===== config.mk =====
export PLATFORM = sky130hd
export DESIGN_NAME = uart_tx_cfg
export DESIGN_NICKNAME = d
export VERILOG_FILES = /design/src/rtl/uart_pkg.sv /design/src/rtl/uart_tx_cfg.sv
export SDC_FILE = /design/constraint.sdc
export NUM_CORES = 1
export LEC_CHECK = 0
export ABC_AREA = 0
export BUFFER_PORTS_ARGS = -buffer_cell sky130_fd_sc_hd__buf_4
export CAP_MARGIN = 0
export CORE_ASPECT_RATIO = 0.9
export CORE_MARGIN = 3
export CORE_UTILIZATION = 56
export DETAILED_ROUTE_END_ITERATION = 10
export GPL_TIMING_DRIVEN = 0
export PLACE_DENSITY = 0.78
export SLEW_MARGIN = 20
export SYNTH_ARGS = -nofsm -noshare
export SYNTH_HDL_FRONTEND = slang
export SYNTH_SLANG_ARGS = --single-unit

===== constraint.sdc =====
create_clock -name clk -period 2.1 [get_ports clk]
set_input_delay 0.21 -clock clk [delete_from_list [all_inputs] [get_ports clk]]
set_output_delay 0.21 -clock clk [all_outputs]
set_load 0.005 [all_outputs]

===== src/rtl/uart_pkg.sv =====
// rtl/uart_pkg.sv - shared UART encodings and constants for the configurable TX/RX pair
package uart_pkg;

    localparam int DEFAULT_OVERSAMPLE = 16;
    localparam int MIN_DATA_BITS      = 5;
    localparam int MAX_DATA_BITS      = 9;

    typedef enum logic [1:0] {
        PAR_NONE = 2'b00,
        PAR_EVEN = 2'b01,
        PAR_ODD  = 2'b10
    } parity_e;

    typedef enum logic [2:0] {
        ST_IDLE   = 3'd0,
        ST_START  = 3'd1,
        ST_DATA   = 3'd2,
        ST_PARITY = 3'd3,
        ST_STOP   = 3'd4
    } uart_state_e;

    // The reserved code 2'b11 falls back to no parity.
    function automatic parity_e decode_parity(input logic [1:0] cfg);
        case (cfg)
            2'b01:   return PAR_EVEN;
            2'b10:   return PAR_ODD;
            default: return PAR_NONE;
        endcase
    endfunction

    function automatic logic [3:0] clamp_data_bits(input logic [3:0] cfg, input int max_bits);
        if (int'(cfg) < MIN_DATA_BITS) return 4'(MIN_DATA_BITS);
        if (int'(cfg) > max_bits)      return 4'(max_bits);
        return cfg;
    endfunction

endpackage


===== src/rtl/uart_tx_cfg.sv =====
// rtl/uart_tx_cfg.sv - runtime-configurable UART transmitter (5-9 data bits, parity, 1/2 stop)
module uart_tx_cfg
    import uart_pkg::*;
#(
    parameter int OVERSAMPLE = DEFAULT_OVERSAMPLE,
    parameter int MAX_DATA   = MAX_DATA_BITS
) (
    input  logic                clk,
    input  logic                rst,
    input  logic                baud_tick,
    input  logic                s_valid,
    output logic                s_ready,
    input  logic [MAX_DATA-1:0] s_data,
    input  logic [3:0]          cfg_data_bits,
    input  logic [1:0]          cfg_parity,
    input  logic                cfg_stop2,
    output logic                tx,
    output logic                busy,
    output logic                done
);

    localparam int              CNT_W    = (OVERSAMPLE > 1) ? $clog2(OVERSAMPLE) : 1;
    localparam logic [CNT_W-1:0] CNT_LAST = CNT_W'(OVERSAMPLE - 1);

    uart_state_e         state_q, state_d;
    logic [CNT_W-1:0]    cnt_q, cnt_d;
    logic [3:0]          bit_idx_q, bit_idx_d;
    logic [3:0]          nbits_q, nbits_d;
    logic [MAX_DATA-1:0] shift_q, shift_d;
    parity_e             par_mode_q, par_mode_d;
    logic                par_bit_q, par_bit_d;
    logic                stop2_q, stop2_d;
    logic                stop_idx_q, stop_idx_d;
    logic                tx_q, tx_d;
    logic                done_q, done_d;

    logic                accept;
    logic                bit_end;
    logic [3:0]          nbits_acc;
    parity_e             par_acc;
    logic [MAX_DATA-1:0] data_masked;

    always_ff @(posedge clk) begin
        if (rst) begin
            state_q    <= ST_IDLE;
            cnt_q      <= '0;
            bit_idx_q  <= '0;
            nbits_q    <= '0;
            shift_q    <= '0;
            par_mode_q <= PAR_NONE;
            par_bit_q  <= 1'b0;
            stop2_q    <= 1'b0;
            stop_idx_q <= 1'b0;
            tx_q       <= 1'b1;
            done_q     <= 1'b0;
        end else begin
            state_q    <= state_d;
            cnt_q      <= cnt_d;
            bit_idx_q  <= bit_idx_d;
            nbits_q    <= nbits_d;
            shift_q    <= shift_d;
            par_mode_q <= par_mode_d;
            par_bit_q  <= par_bit_d;
            stop2_q    <= stop2_d;
            stop_idx_q <= stop_idx_d;
            tx_q       <= tx_d;
            done_q     <= done_d;
        end
    end

    always_comb begin
        accept      = s_valid && (state_q == ST_IDLE) && !rst;
        bit_end     = baud_tick && (cnt_q == CNT_LAST);
        nbits_acc   = clamp_data_bits(cfg_data_bits, MAX_DATA);
        par_acc     = decode_parity(cfg_parity);
        data_masked = '0;
        for (int i = 0; i < MAX_DATA; i++) begin
            if (i < int'(nbits_acc)) data_masked[i] = s_data[i];
        end

        state_d    = state_q;
        cnt_d      = cnt_q;
        bit_idx_d  = bit_idx_q;
        nbits_d    = nbits_q;
        shift_d    = shift_q;
        par_mode_d = par_mode_q;
        par_bit_d  = par_bit_q;
        stop2_d    = stop2_q;
        stop_idx_d = stop_idx_q;
        done_d     = 1'b0;

        if (state_q == ST_IDLE) begin
            if (accept) begin
                state_d    = ST_START;
                cnt_d      = '0;
                bit_idx_d  = '0;
                stop_idx_d = 1'b0;
                nbits_d    = nbits_acc;
                shift_d    = data_masked;
                par_mode_d = par_acc;
                par_bit_d  = (^data_masked) ^ (par_acc == PAR_ODD);
                stop2_d    = cfg_stop2;
            end
        end else if (baud_tick) begin
            cnt_d = bit_end ? '0 : cnt_q + CNT_W'(1);
        end

        if (bit_end) begin
            case (state_q)
                ST_START: state_d = ST_DATA;
                ST_DATA: begin
                    if (bit_idx_q == nbits_q - 4'd1) begin
                        state_d = (par_mode_q == PAR_NONE) ? ST_STOP : ST_PARITY;
                    end else begin
                        shift_d   = shift_q >> 1;
                        bit_idx_d = bit_idx_q + 4'd1;
                    end
                end
                ST_PARITY: state_d = ST_STOP;
                ST_STOP: begin
                    // Two stop bits count whole bit periods rather than stretching the timer.
                    if (stop2_q && !stop_idx_q) begin
                        stop_idx_d = 1'b1;
                    end else begin
                        state_d = ST_IDLE;
                        done_d  = 1'b1;
                    end
                end
                default: ;
            endcase
        end
    end

    always_comb begin
        s_ready = (state_q == ST_IDLE) && !rst;
        busy    = (state_q != ST_IDLE);
        tx      = tx_q;
        done    = done_q;
        case (state_d)
            ST_START:  tx_d = 1'b0;
            ST_DATA:   tx_d = shift_d[0];
            ST_PARITY: tx_d = par_bit_d;
            default:   tx_d = 1'b1;
        endcase
    end

endmodule


==> impl_summary.txt, run 1 <==
----------------------------------------------------
[Run status]
  Status ... finished, final reports clean

[Global routing]
  Global route total overflow ... 0
  Wire length of the first global-routing pass ... between 6000 and 7000 um
  Largest net degree at the start of global routing ... 11
  Initial antenna violation count ... 0
  Total GRT Usage ... 0.2248
  Via count of the first global-routing pass ... ~1,500

[Detailed routing]
  Total wire length after detailed routing ... 3915 um
  Avg WL per Cell ... around 14 um
  Post-detailed-route via-to-cell ratio ... between 5 and 6
  DRC violation count after routing ... 0
  Via count ... 1,570
  Number of design-rule violations left by the first detailed-router iteration ... 119
  Length of routed met2 wiring ... roughly 1900 um
  Top Layer Used ... met4
  Post-route ant nets ... 0
  Drt first pass iters ... 5
  Met1 wire length ... about 1800 um
  Detail Route met3 WL ... approximately 190 um

[Timing]
  Post-route clock skew ... between 0.01 and 0.015 ns
  Slew Limit Headroom ... 0.6575
  RSZ-0062 raised after global routing ... false
  Final max-slew violation count ... 0
  Fmax ... approximately 500 MHz
  Share of the clock period used by the worst path after layout ... 0.9489
  Count of endpoints failing hold in the final timing report ... 0
  Worst-Margin Slew ... 0.5137 ns
  Count of endpoints failing setup in the final report ... 0
  Shortest clock period the worst path allows after layout ... between 1.5 and 2 ns

[Logic synthesis]
  Async S/R FF share, synth ... 0
  Mapped Cells ... slightly above 200
  Register bit count reported by yosys ... 31
  Library cell occupying the most area in the post-synthesis netlist ... dfxtp_1
  Distinct cells, synth ... 47
  Proportion of netlist area held by the largest area contributor ... 0.3715
  Number of nets in the synthesized netlist ... around 230
  Sequential share of the synthesized area ... 0.3715
  Synthesized area divided by synthesized cell count ... roughly 8.3 um2
  Syn Std Cell Area ... roughly 1700 um2
  Number of flops mapped to enable cells by yosys ... 0
  Most instantiated flip-flop cell in the synthesis netlist ... dfxtp_1
  Leading cell types by total area after synthesis ... dfxtp_1 (37%), nor2_1 (7.6%), xnor2_1 (4.2%)
  Number of warnings reported in the yosys synthesis log ... 0

[Min path]
  Hold/Removal Path Class ... primary input to register
  Start point of the worst min-delay path ... cfg_stop2

[Critical path]
  Setup crit start kind ... register
  Startpoint of the worst setup timing path ... cnt_q[0]
  Reg-to-Reg End ... bit_idx_q[2]
  Register-to-Register Setup Slack ... ~0.11 ns
  Slowest-stage cell, CP ... or4_4
  Crit. End Element ... register
  Timing endpoint of the critical path ... bit_idx_q[2]
  Worst-path fanout max ... 8
  Worst-case reg-to-reg path depth ... 7
  Worst Path Arrival ... roughly 2.3 ns
  Startpoint-to-endpoint class of the critical path ... register to register
  Source of the worst register-to-register timing path ... cnt_q[0]
  Data required time at the worst endpoint ... about 2.4 ns
  Critical path cell sequence ... ha_4 -> nand4_4 -> or4_4 -> a21oi_4 -> nand2_1 -> mux2_4 -> nor2_2
  Stage delay of the slowest cell on the critical path ... 0.49 ns

[Placed design]
  Half-perimeter wire length after placement ... ~2900 um
  Count of buffers from port buffering ... 20
  Cell Area, Placed ... ~1900 um2
  Weighted congestion reported at the end of routability-driven placement ... 0.8129

[Floorplanning]
  DIE AREA ... 3675 um2
  FP Rows ... 18
  Ports placed on the boundary ... 24
  Placeable core region ... approximately 2800 um2
  Horizontal die dimension ... approximately 64 um
  Starting Density ... 0.5981
  Die Height ... around 58 um

[Finish]
  Growth of design area from synthesis to finish ... 21.35%
  Ratio of cells with drive above 1 in the final layout ... 0.2436
  Final design utilization ... 0.7258
  N_diodes ... 0
  Post-layout instance area ... ~2000 um2
  Final nets ... 256

[Pwr]
  P_int ... 836.1 uW
  Power after layout ... between 1000 and 1500 uW
  Seq pwr share ... 0.525
  Power density cells ... just under 600 nW/um2
  Combinational share of power ... 0.194
  Worst ir drop on vdd ... a little under 0.6 mV
  Clock share of power ... 0.282
  Switching part of the total power ... 0.2972
  Reported net switching power ... between 300 and 400 uW
  Static leakage ... 0.0008295 uW

[Clock network]
  Clock tree from TritonCTS ... built
  Cell chosen for the clock root ... clkbuf_4
  Post-CTS clock slew at the launch and capture registers of the worst setup and hold paths ... 0.10 ns
  Count of H-tree levels built during CTS ... 2
  Hold bufs inserted after CTS ... 0
  Clock sinks ... 31
  Number of buffers created by CTS ... 5
  Insertion delay to the later sink of the worst-skew pair ... approximately 0.35 ns
  Bufs on Longest Clock Path ... 2

[Job]
  Max Cap Violations ... 0

----------------------------------------------------
[through the flow]
step           instances  setup WS, ns  hold WS (ns)  setup TNS, ns
4_1_cts              272     -0.008648       0.04656      -0.008648
6_report             274        0.1073       0.04098              0
3_3_place_gp         262      -0.09070        0.3992       -0.09407
5_1_grt              274      0.004942       0.04808              0
3_5_place_dp         262       -0.1392        0.4064        -0.2472
2_1_floorplan        202        0.1495        0.3090              0
[synth_stat cells (all sizes together), types with 2 or more instances]
library cell	number
a211oi	7
a21oi	12
a22oi	3
and2	3
and3	6
buf	5
clkbuf	5
dfxtp	31
ha	3
inv	6
mux2	3
mux2i	5
nand2	16
nand3	7
nand4	4
nor2	35
nor2b	2
nor3	10
nor4	2
o21ai	9
xnor2	8
xor2	5
[metal layers]
metal	GRT usage	vias up
met4	0.06462	0
li1	-	777
met1	0.2700	760
met5	0	-
met3	0.06395	5
met2	0.3943	28
[logic make-up after synthesis]
group | Yosys count | share of synthesized area
DFF | 31 | 0.3715
xor gates and xnor gates | 14 | 0.08165
AOI/OAI and AO/OA | 40 | 0.1558
adders and majority gates | 3 | 0.02247
buffers and inverters | 16 | 0.03970
and+or+nand+nor | 90 | 0.2764
muxes | 8 | 0.05243
[cells in the final DEF, fill, tap and decap left out, drive strengths merged, types with 2 or more instances in the layout]
master / netlist / routed
a22oi: 3 / 3
mux2: 3 / 3
nor3: 10 / 10
nand4: 4 / 4
a21oi: 12 / 12
xnor2: 8 / 8
and2: 3 / 3
nand2: 16 / 16
nor2b: 2 / 2
buf: 5 / 29
a211oi: 7 / 7
mux2i: 5 / 5
dfxtp: 31 / 31
clkbuf: 5 / 10
ha: 3 / 3
and3: 6 / 6
inv: 6 / 6
nor2: 35 / 35
o21ai: 9 / 9
nor4: 2 / 2
nand3: 7 / 7
clkinv: 0 / 3
xor2: 5 / 5
[final cells by class]
class	count	area, um2
multi-input cells	155	1051
fillers	233	765.7
flip-flops and latches	31	626.9
repair buffers	24	180.2
well taps	40	50.05
plain buffers	10	43.79
clock buffers	5	37.54
inverters	6	22.52
clock inverters	3	15.01
[repair_timing]
action	in CTS	in global routing
endpoints found under the setup margin	4	8
pin swaps	1	4
hold endpoints to repair	0	0
gates resized for setup	4	12
buffers inserted	2	2
[worst max-delay path: cells and delay by family, from the launching register on]
kind	cells	cell delay [ns]
compound gates	1	0.24
simple gates	4	0.84
mux	1	0.31
fa+ha+maj	1	0.17
flops	1	0.39
[registers in the layout, indices dropped and copies added, names as in the netlist, 2 cells and up]
| register | flops |
|---|---|
| shift_q | 9 |
| bit_idx_q | 4 |
| cnt_q | 4 |
| nbits_q | 4 |
| state_q | 3 |
| par_mode_q | 2 |
[how the worst min path moves through the flow]
stage	endpoint	slack, ns	cells past startpoint
6_report	stop2_q	0.04	3
5_1_grt	stop2_q	0.05	3
4_1_cts	stop2_q	0.05	3
3_5_place_dp	stop2_q	0.41	3
3_3_place_gp	stop2_q	0.40	3
2_1_floorplan	stop2_q	0.31	2
[power by group through the flow]
stage               combinational (uW)  sequential (uW)  clock, uW
CTS                                220              624        341
detailed placement                 216              637          0
global route                       254              627        362
finish                             230              624        335
global placement                   209              635          0
floorplan                          147              634          0
Note: power is estimated with default switching activity, not from simulation.
==> run 2, diff against run 1 <==
- CELL_PAD_IN_SITES_DETAIL_PLACEMENT: not set -> 1
- CELL_PAD_IN_SITES_GLOBAL_PLACEMENT: not set -> 2
- CORE_UTILIZATION: 56 -> 33
- PLACE_DENSITY: 0.78 -> not set
- PLACE_DENSITY_LB_ADDON: not set -> 0.1
==> run 2 against run 1 <==
  * Worst hold slack improved by 0.070 ns
  * Combinational power increased by 4%
  * Via count increased by 0.19%
  * Critical path depth unchanged
  * Cell count increased by 8.4%
  * Sequential share of layout area decreased by 1.6 points
  * Non-clock buffer count increased by 1
  * Clock-buffer cell count increased by 1
  * Routed wire length increased by 28%
  * Critical path type unchanged
  * Highest routed layer unchanged
==> impl_summary.txt, run 2 (same netlist as run 1, synthesis figures left out) <==
----------------------------------------------------
[Critical path]
  Crit path buffers/inverters ... 0
  Worst-path fanout max ... 6
  Reg-to-Reg End ... tx
  Crit. End Element ... register
  Worst Path Arrival ... between 2 and 2.5 ns
  Critical path cell sequence ... ha_4 -> nand4_4 -> or4_4 -> nor3_2 -> a21oi_1 -> or3_1 -> nand4_1
  Data required time at the worst endpoint ... approximately 2.3 ns
  Slowest-stage cell, CP ... or4_4
  Startpoint-to-endpoint class of the critical path ... register to register
  Worst-case reg-to-reg path depth ... 7
  Cell class contributing the biggest share of worst-path delay ... simple AND/OR/NAND/NOR gates
  Source of the worst register-to-register timing path ... cnt_q[0]
  Register-to-Register Setup Slack ... 0.12 ns
  Timing endpoint of the critical path ... tx
  Startpoint of the worst setup timing path ... cnt_q[0]
  Setup crit start kind ... register
  Stages on the worst setup path ... 7
  Stage delay of the slowest cell on the critical path ... 0.48 ns

[Timing]
  Worst-Margin Slew ... ~0.65 ns
  Fmax ... slightly above 500 MHz
  Worst path setup slack after routing ... 0.1239 ns
  RSZ-0062 raised after global routing ... false
  Count of endpoints failing setup in the final report ... 0
  Slew Limit Headroom ... 0.5698
  Count of endpoints failing hold in the final timing report ... 0
  Share of the clock period used by the worst path after layout ... 0.9410
  Post-route clock skew ... about 0.0047 ns
  Final max-slew violation count ... 0
  Shortest clock period the worst path allows after layout ... about 2 ns

[Pwr]
  Switching part of the total power ... 0.2581
  Worst ir drop on vdd ... between 0.2 and 0.3 mV
  Static leakage ... roughly 0.00086 uW
  Reported net switching power ... between 300 and 400 uW
  P_int ... between 1000 and 1500 uW
  Power density cells ... between 600 and 700 nW/um2
  Combinational share of power ... 0.162
  Clock share of power ... 0.415
  Seq pwr share ... 0.423

[Finish]
  Most common library cell in the layout ignoring fill and taps ... nor2_1
  N_diodes ... 0
  Growth of design area from synthesis to finish ... 28.84%
  Ratio of cells with drive above 1 in the final layout ... 0.2681
  Register with the highest flop count ... shift_q
  Flip-flop count of the largest register after layout ... 9
  Most frequent cells in the layout ... nor2_1 (34), dfxtp_1 (26), buf_4 (25)
  Post-layout instance area ... 2152 um2
  Final nets ... around 260

[Clock network]
  Hold bufs inserted after CTS ... 0
  Clock sinks ... 31
  Insertion delay to the later sink of the worst-skew pair ... 0.28 ns
  Number of buffers created by CTS ... 5
  Count of H-tree levels built during CTS ... 2
  Bufs on Longest Clock Path ... 2
  Clock tree from TritonCTS ... built
  Post-CTS clock slew at the launch and capture registers of the worst setup and hold paths ... ~0.070 ns
  Cell chosen for the clock root ... clkbuf_8

[Global routing]
  Via count of the first global-routing pass ... approximately 1,700
  Global route total overflow ... 0
  Initial antenna violation count ... 0
  Largest net degree at the start of global routing ... 11
  Wire length of the first global-routing pass ... between 8000 and 9000 um
  Total GRT Usage ... 0.1834

[Floorplanning]
  FP Rows ... 23
  Ports placed on the boundary ... 24
  Starting Density ... 0.3583
  Horizontal die dimension ... about 81 um
  Placeable core region ... ~4700 um2
  Die Height ... 73.50 um
  DIE AREA ... about 6000 um2

[Detailed routing]
  Number of design-rule violations left by the first detailed-router iteration ... 47
  Total wire length after detailed routing ... around 5000 um
  Drt first pass iters ... 4
  DRC violation count after routing ... 0
  Via count ... around 1,600
  Avg WL per Cell ... around 17 um
  Post-route ant nets ... 0
  Post-detailed-route via-to-cell ratio ... between 5 and 6

[Placed design]
  Cell Area, Placed ... between 1500 and 2000 um2
  Weighted congestion reported at the end of routability-driven placement ... 0.7876
  Half-perimeter wire length after placement ... approximately 3500 um
  Count of buffers from port buffering ... 20
  Setup slack at placement ... -0.2036 ns

[Min path]
  Hold/Removal Path Class ... primary input to register
  Start point of the worst min-delay path ... cfg_stop2

[Job]
  Max Cap Violations ... 0

[Run status]
  Status ... finished, final reports clean

----------------------------------------------------
## run 2: cell count changes in the layout (fill, tap and decap cells not counted), sizes merged
| cell | change |
|---|---|
| buf | +1 |
| bufinv | +1 |
| clkbuf | +1 |
| clkinv | -2 |
## run 2: metrics by stage
stage               total power (uW)  hold slack (ns)  TNS (ns)    util  cells
finish                          1477           0.1105         0  0.4616    297
global route                    1559           0.1013         0  0.4616    297
CTS                             1490           0.1045         0  0.4485    295
detailed placement             865.5           0.4054   -0.6643  0.4071    284
global placement               852.3           0.4002   -0.2458  0.4071    284
floorplan                      780.5           0.3090         0       -    202
## run 2: worst min-delay path by stage
stage | to | slack [ns] | cells past startpoint
2_1_floorplan | stop2_q | 0.31 | 2
3_3_place_gp | stop2_q | 0.40 | 3
3_5_place_dp | stop2_q | 0.41 | 3
4_1_cts | stop2_q | 0.10 | 3
5_1_grt | stop2_q | 0.10 | 3
6_report | stop2_q | 0.11 | 3
## run 2: timing repair
action,4_1_cts,5_1_grt
resized for setup,9,12
setup endpoints to repair,10,5
gates cloned,0,0
pin swaps,2,6
setup buffers,3,2
## run 2: power groups by stage
stage / Clock (uW) / Combinational (uW) / Sequential [uW]
final: 613 / 239 / 625
after global routing: 663 / 268 / 628
after CTS: 629 / 235 / 626
after detailed placement: 0 / 227 / 638
after global placement: 0 / 216 / 636
after floorplan: 0 / 147 / 634
## run 2: final cells by class
cell class	instances	area (um2)
buffer	10	43.79
clock buffer	6	82.58
clock inverter	2	35.03
fill	570	2510
inverter	6	22.52
multi-input combinational	155	1071
sequential	31	631.9
tap	62	77.57
timing repair buffer	25	187.7
## run 2: metal layers
layer | routed length, um | GRT usage | up-vias
li1 | - | - | 775
met1 | 2324 | 0.2378 | 771
met2 | 2486 | 0.3054 | 19
met3 | 135 | 0.04167 | 8
met4 | 61 | 0.05066 | 0
met5 | 0 | 0 | -
## run 2: worst min-delay path, cell delays in order
cell and delay [ns]:
buf_4 0.08, nand2_1 0.04, nand2_1 0.04
==> run 3, diff against run 2 <==
- ABC_AREA: 0 -> 1
- CORE_UTILIZATION: 33 -> 31
==> run 3 against run 2 <==
  * Worst hold slack improved by 0.12 ns
  * Die area increased by 11%
  * Clock power decreased by 29%
  * Largest power group unchanged
  * Synthesized cell count increased by 33%
==> impl_summary.txt, run 3 <==
----------------------------------------------------
[Logic synthesis]
  Syn Std Cell Area ... 1758 um2
  Leading cell types by total area after synthesis ... dfxtp_1 (35%), nand2_1 (17%), inv_1 (7.5%)
  Most used standard cells in the synthesized netlist ... nand2_1 (80), inv_1 (35), dfxtp_1 (31)
  Sequential share of the synthesized area ... 0.3530
  Mapped Cells ... approximately 270
  Synthesized area divided by synthesized cell count ... ~6.5 um2
  Number of nets in the synthesized netlist ... between 200 and 300
  Number of warnings reported in the yosys synthesis log ... 0
  Distinct cells, synth ... 30
  Proportion of netlist area held by the largest area contributor ... 0.3530
  Cell with the most instances after synthesis ... nand2_1
  Register bit count reported by yosys ... 31
  Library cell occupying the most area in the post-synthesis netlist ... dfxtp_1
  Most instantiated flip-flop cell in the synthesis netlist ... dfxtp_1
  Number of flops mapped to enable cells by yosys ... 0
  Async S/R FF share, synth ... 0

[Timing]
  Count of endpoints failing setup in the final report ... 0
  RSZ-0062 raised after global routing ... false
  Final Hold Slack ... 0.2302 ns
  Count of endpoints failing hold in the final timing report ... 0
  Final max-slew violation count ... 0
  Shortest clock period the worst path allows after layout ... ~1.8 ns
  Slew Limit Headroom ... 0.6157
  Worst-Margin Slew ... 0.5764 ns
  Post-route clock skew ... 0.004182 ns
  Worst path setup slack after routing ... 0.2585 ns
  Fmax ... ~540 MHz
  Aggregate negative setup slack ... 0 ns
  Share of the clock period used by the worst path after layout ... 0.8769

[Critical path]
  Crit. End Element ... register
  Source of the worst register-to-register timing path ... cnt_q[0]
  Setup crit start kind ... register
  Reg-to-Reg End ... tx
  Most frequent CP cell ... nand2_1
  Stage delay of the slowest cell on the critical path ... between 0.3 and 0.4 ns
  Data required time at the worst endpoint ... 2.28 ns
  Crit path buffers/inverters ... 1
  Register-to-Register Setup Slack ... between 0.2 and 0.3 ns
  Critical path cell sequence ... ha_1 -> nand4_1 -> a31oi_1 -> nand2_1 -> nand2_1 -> nand2_1 -> inv_1 -> nand2_1 -> a21oi_1 -> nand2_1
  Startpoint-to-endpoint class of the critical path ... register to register
  Cell class contributing the biggest share of worst-path delay ... simple AND/OR/NAND/NOR gates
  Worst-case reg-to-reg path depth ... 10
  Worst Path Arrival ... 2.02 ns
  Slowest-stage cell, CP ... dfxtp_1
  Worst-path fanout max ... 6

[Finish]
  Flip-flop count of the largest register after layout ... 9
  N_diodes ... 0
  Most frequent cells in the layout ... nand2_1 (79), inv_1 (35), dfxtp_1 (30)
  Growth of design area from synthesis to finish ... 18.65%
  Sequential Area ... between 600 and 700 um2
  Register with the highest flop count ... shift_q
  Area of the multi-input gates ... around 960 um2
  Number of fillers in the final layout ... 709
  Most common library cell in the layout ignoring fill and taps ... nand2_1
  Layout Cells excl Fill ... 364
  Final nets ... about 320
  Post-layout instance area ... 2086 um2
  Ratio of cells with drive above 1 in the final layout ... 0.1515

[Floorplanning]
  FP Rows ... 25
  DIE AREA ... around 6600 um2
  Die Height ... between 70 and 80 um
  Starting Density ... 0.3267
  Horizontal die dimension ... 85.38 um
  Placeable core region ... about 5400 um2
  Ports placed on the boundary ... 24

[Placed design]
  Setup slack at placement ... around 0.12 ns
  Half-perimeter wire length after placement ... ~3600 um
  Number of placed instances with taps included ... between 300 and 400
  Weighted congestion reported at the end of routability-driven placement ... between 0.7 and 0.8
  Cell Area, Placed ... between 2000 and 2500 um2
  Count of buffers from port buffering ... 22

[Global routing]
  Largest net degree at the start of global routing ... 11
  Total GRT Usage ... 0.1564
  Initial antenna violation count ... 0
  Global route total overflow ... 0
  Wire length of the first global-routing pass ... a little over 8000 um
  Via count of the first global-routing pass ... approximately 1,700

[Pwr]
  Static leakage ... 0.001002 uW
  Worst ir drop on vdd ... roughly 0.28 mV
  Power density cells ... ~600 nW/um2
  P_int ... around 900 uW
  Switching part of the total power ... 0.2768
  Combinational share of power ... 0.162
  Clock share of power ... 0.347
  Reported net switching power ... roughly 350 uW
  Seq pwr share ... 0.491

[Clock network]
  Setup bufs post-CTS ... 0
  Clock sinks ... 31
  Hold bufs inserted after CTS ... 0
  Insertion delay to the later sink of the worst-skew pair ... 0.28 ns
  Count of H-tree levels built during CTS ... 2
  Cell chosen for the clock root ... clkbuf_8
  CTS resizes ... 0
  Number of buffers created by CTS ... 5
  Bufs on Longest Clock Path ... 2
  Clock tree from TritonCTS ... built
  Post-CTS clock slew at the launch and capture registers of the worst setup and hold paths ... 0.07 ns

[Detailed routing]
  Post-route ant nets ... 0
  Via count ... around 1,700
  Number of design-rule violations left by the first detailed-router iteration ... 84
  Post-detailed-route via-to-cell ratio ... about 4.7
  Drt first pass iters ... 4
  Avg WL per Cell ... approximately 13 um
  Total wire length after detailed routing ... about 4600 um
  DRC violation count after routing ... 0

[Run status]
  Status ... finished, final reports clean

[Min path]
  Worst hold stages ... 3
  Hold/Removal Path Class ... primary input to register
  Hold path endpoint ... stop2_q
  Start point of the worst min-delay path ... cfg_stop2

[Job]
  Max Cap Violations ... 0

----------------------------------------------------
==> run 3: layout make-up <==
cell class | instances | share of cell area
inverter | 37 | 0.06659
sequential | 31 | 0.2981
tap | 67 | 0.04019
clock buffer | 6 | 0.03479
timing repair buffer | 22 | 0.07918
buffer | 7 | 0.01980
multi-input combinational | 194 | 0.4613
==> run 3: worst max-delay path by stage <==
stage / start / to / slack [ns] / cells past startpoint
2_1_floorplan: nbits_q[0] / tx / 0.42 / 14
3_3_place_gp: nbits_q[0] / shift_q[2] / 0.13 / 10
3_5_place_dp: nbits_q[0] / shift_q[3] / 0.12 / 10
4_1_cts: nbits_q[0] / shift_q[3] / 0.08 / 10
5_1_grt: cnt_q[0] / tx / 0.00002 / 10
6_report: cnt_q[0] / tx / 0.26 / 10
==> run 3: layer usage <==
| metal | track usage | vias to the layer above | share of wire |
|---|---|---|---|
| met5 | 0 | - | 0 |
| met4 | 0.06171 | 0 | 0.015 |
| met3 | 0.03185 | 6 | 0.025 |
| met2 | 0.2321 | 14 | 0.43 |
| met1 | 0.2202 | 792 | 0.53 |
| li1 | - | 913 | - |
==> run 3: kinds of logic after synthesis <==
group                    after synthesis  share of synthesized area
AO/OA/AOI/OAI                         48                     0.1573
AND/OR/NAND/NOR                      136                     0.3310
adder cells (fa/ha/maj)                3                    0.02135
XOR/XNOR                               7                    0.03488
buffers and inverters                 44                     0.1025
flip-flops                            31                     0.3530
==> run 3: through the flow <==
stage / util / total power, uW
6_report: 0.3877 / 1263
5_1_grt: 0.3877 / 1350
4_1_cts: 0.3865 / 1286
3_5_place_dp: 0.3730 / 840.2
3_3_place_gp: 0.3730 / 835.2
2_1_floorplan: - / 763.1
==> run 3: worst reg2reg max path: stages, from the launching register on <==
cell     delay, ns
dfxtp_1       0.38
ha_1          0.22
nand4_1       0.25
a31oi_1       0.33
nand2_1       0.09
nand2_1       0.07
nand2_1       0.07
inv_1         0.08
nand2_1       0.07
a21oi_1       0.14
nand2_1       0.06
==> run 3: power groups by stage <==
stage | Sequential (uW) | Combinational [uW] | Clock, uW
6_report | 620 | 204 | 438
5_1_grt | 622 | 239 | 488
2_1_floorplan | 630 | 133 | 0
3_3_place_gp | 633 | 203 | 0
3_5_place_dp | 633 | 207 | 0
4_1_cts | 620 | 208 | 459
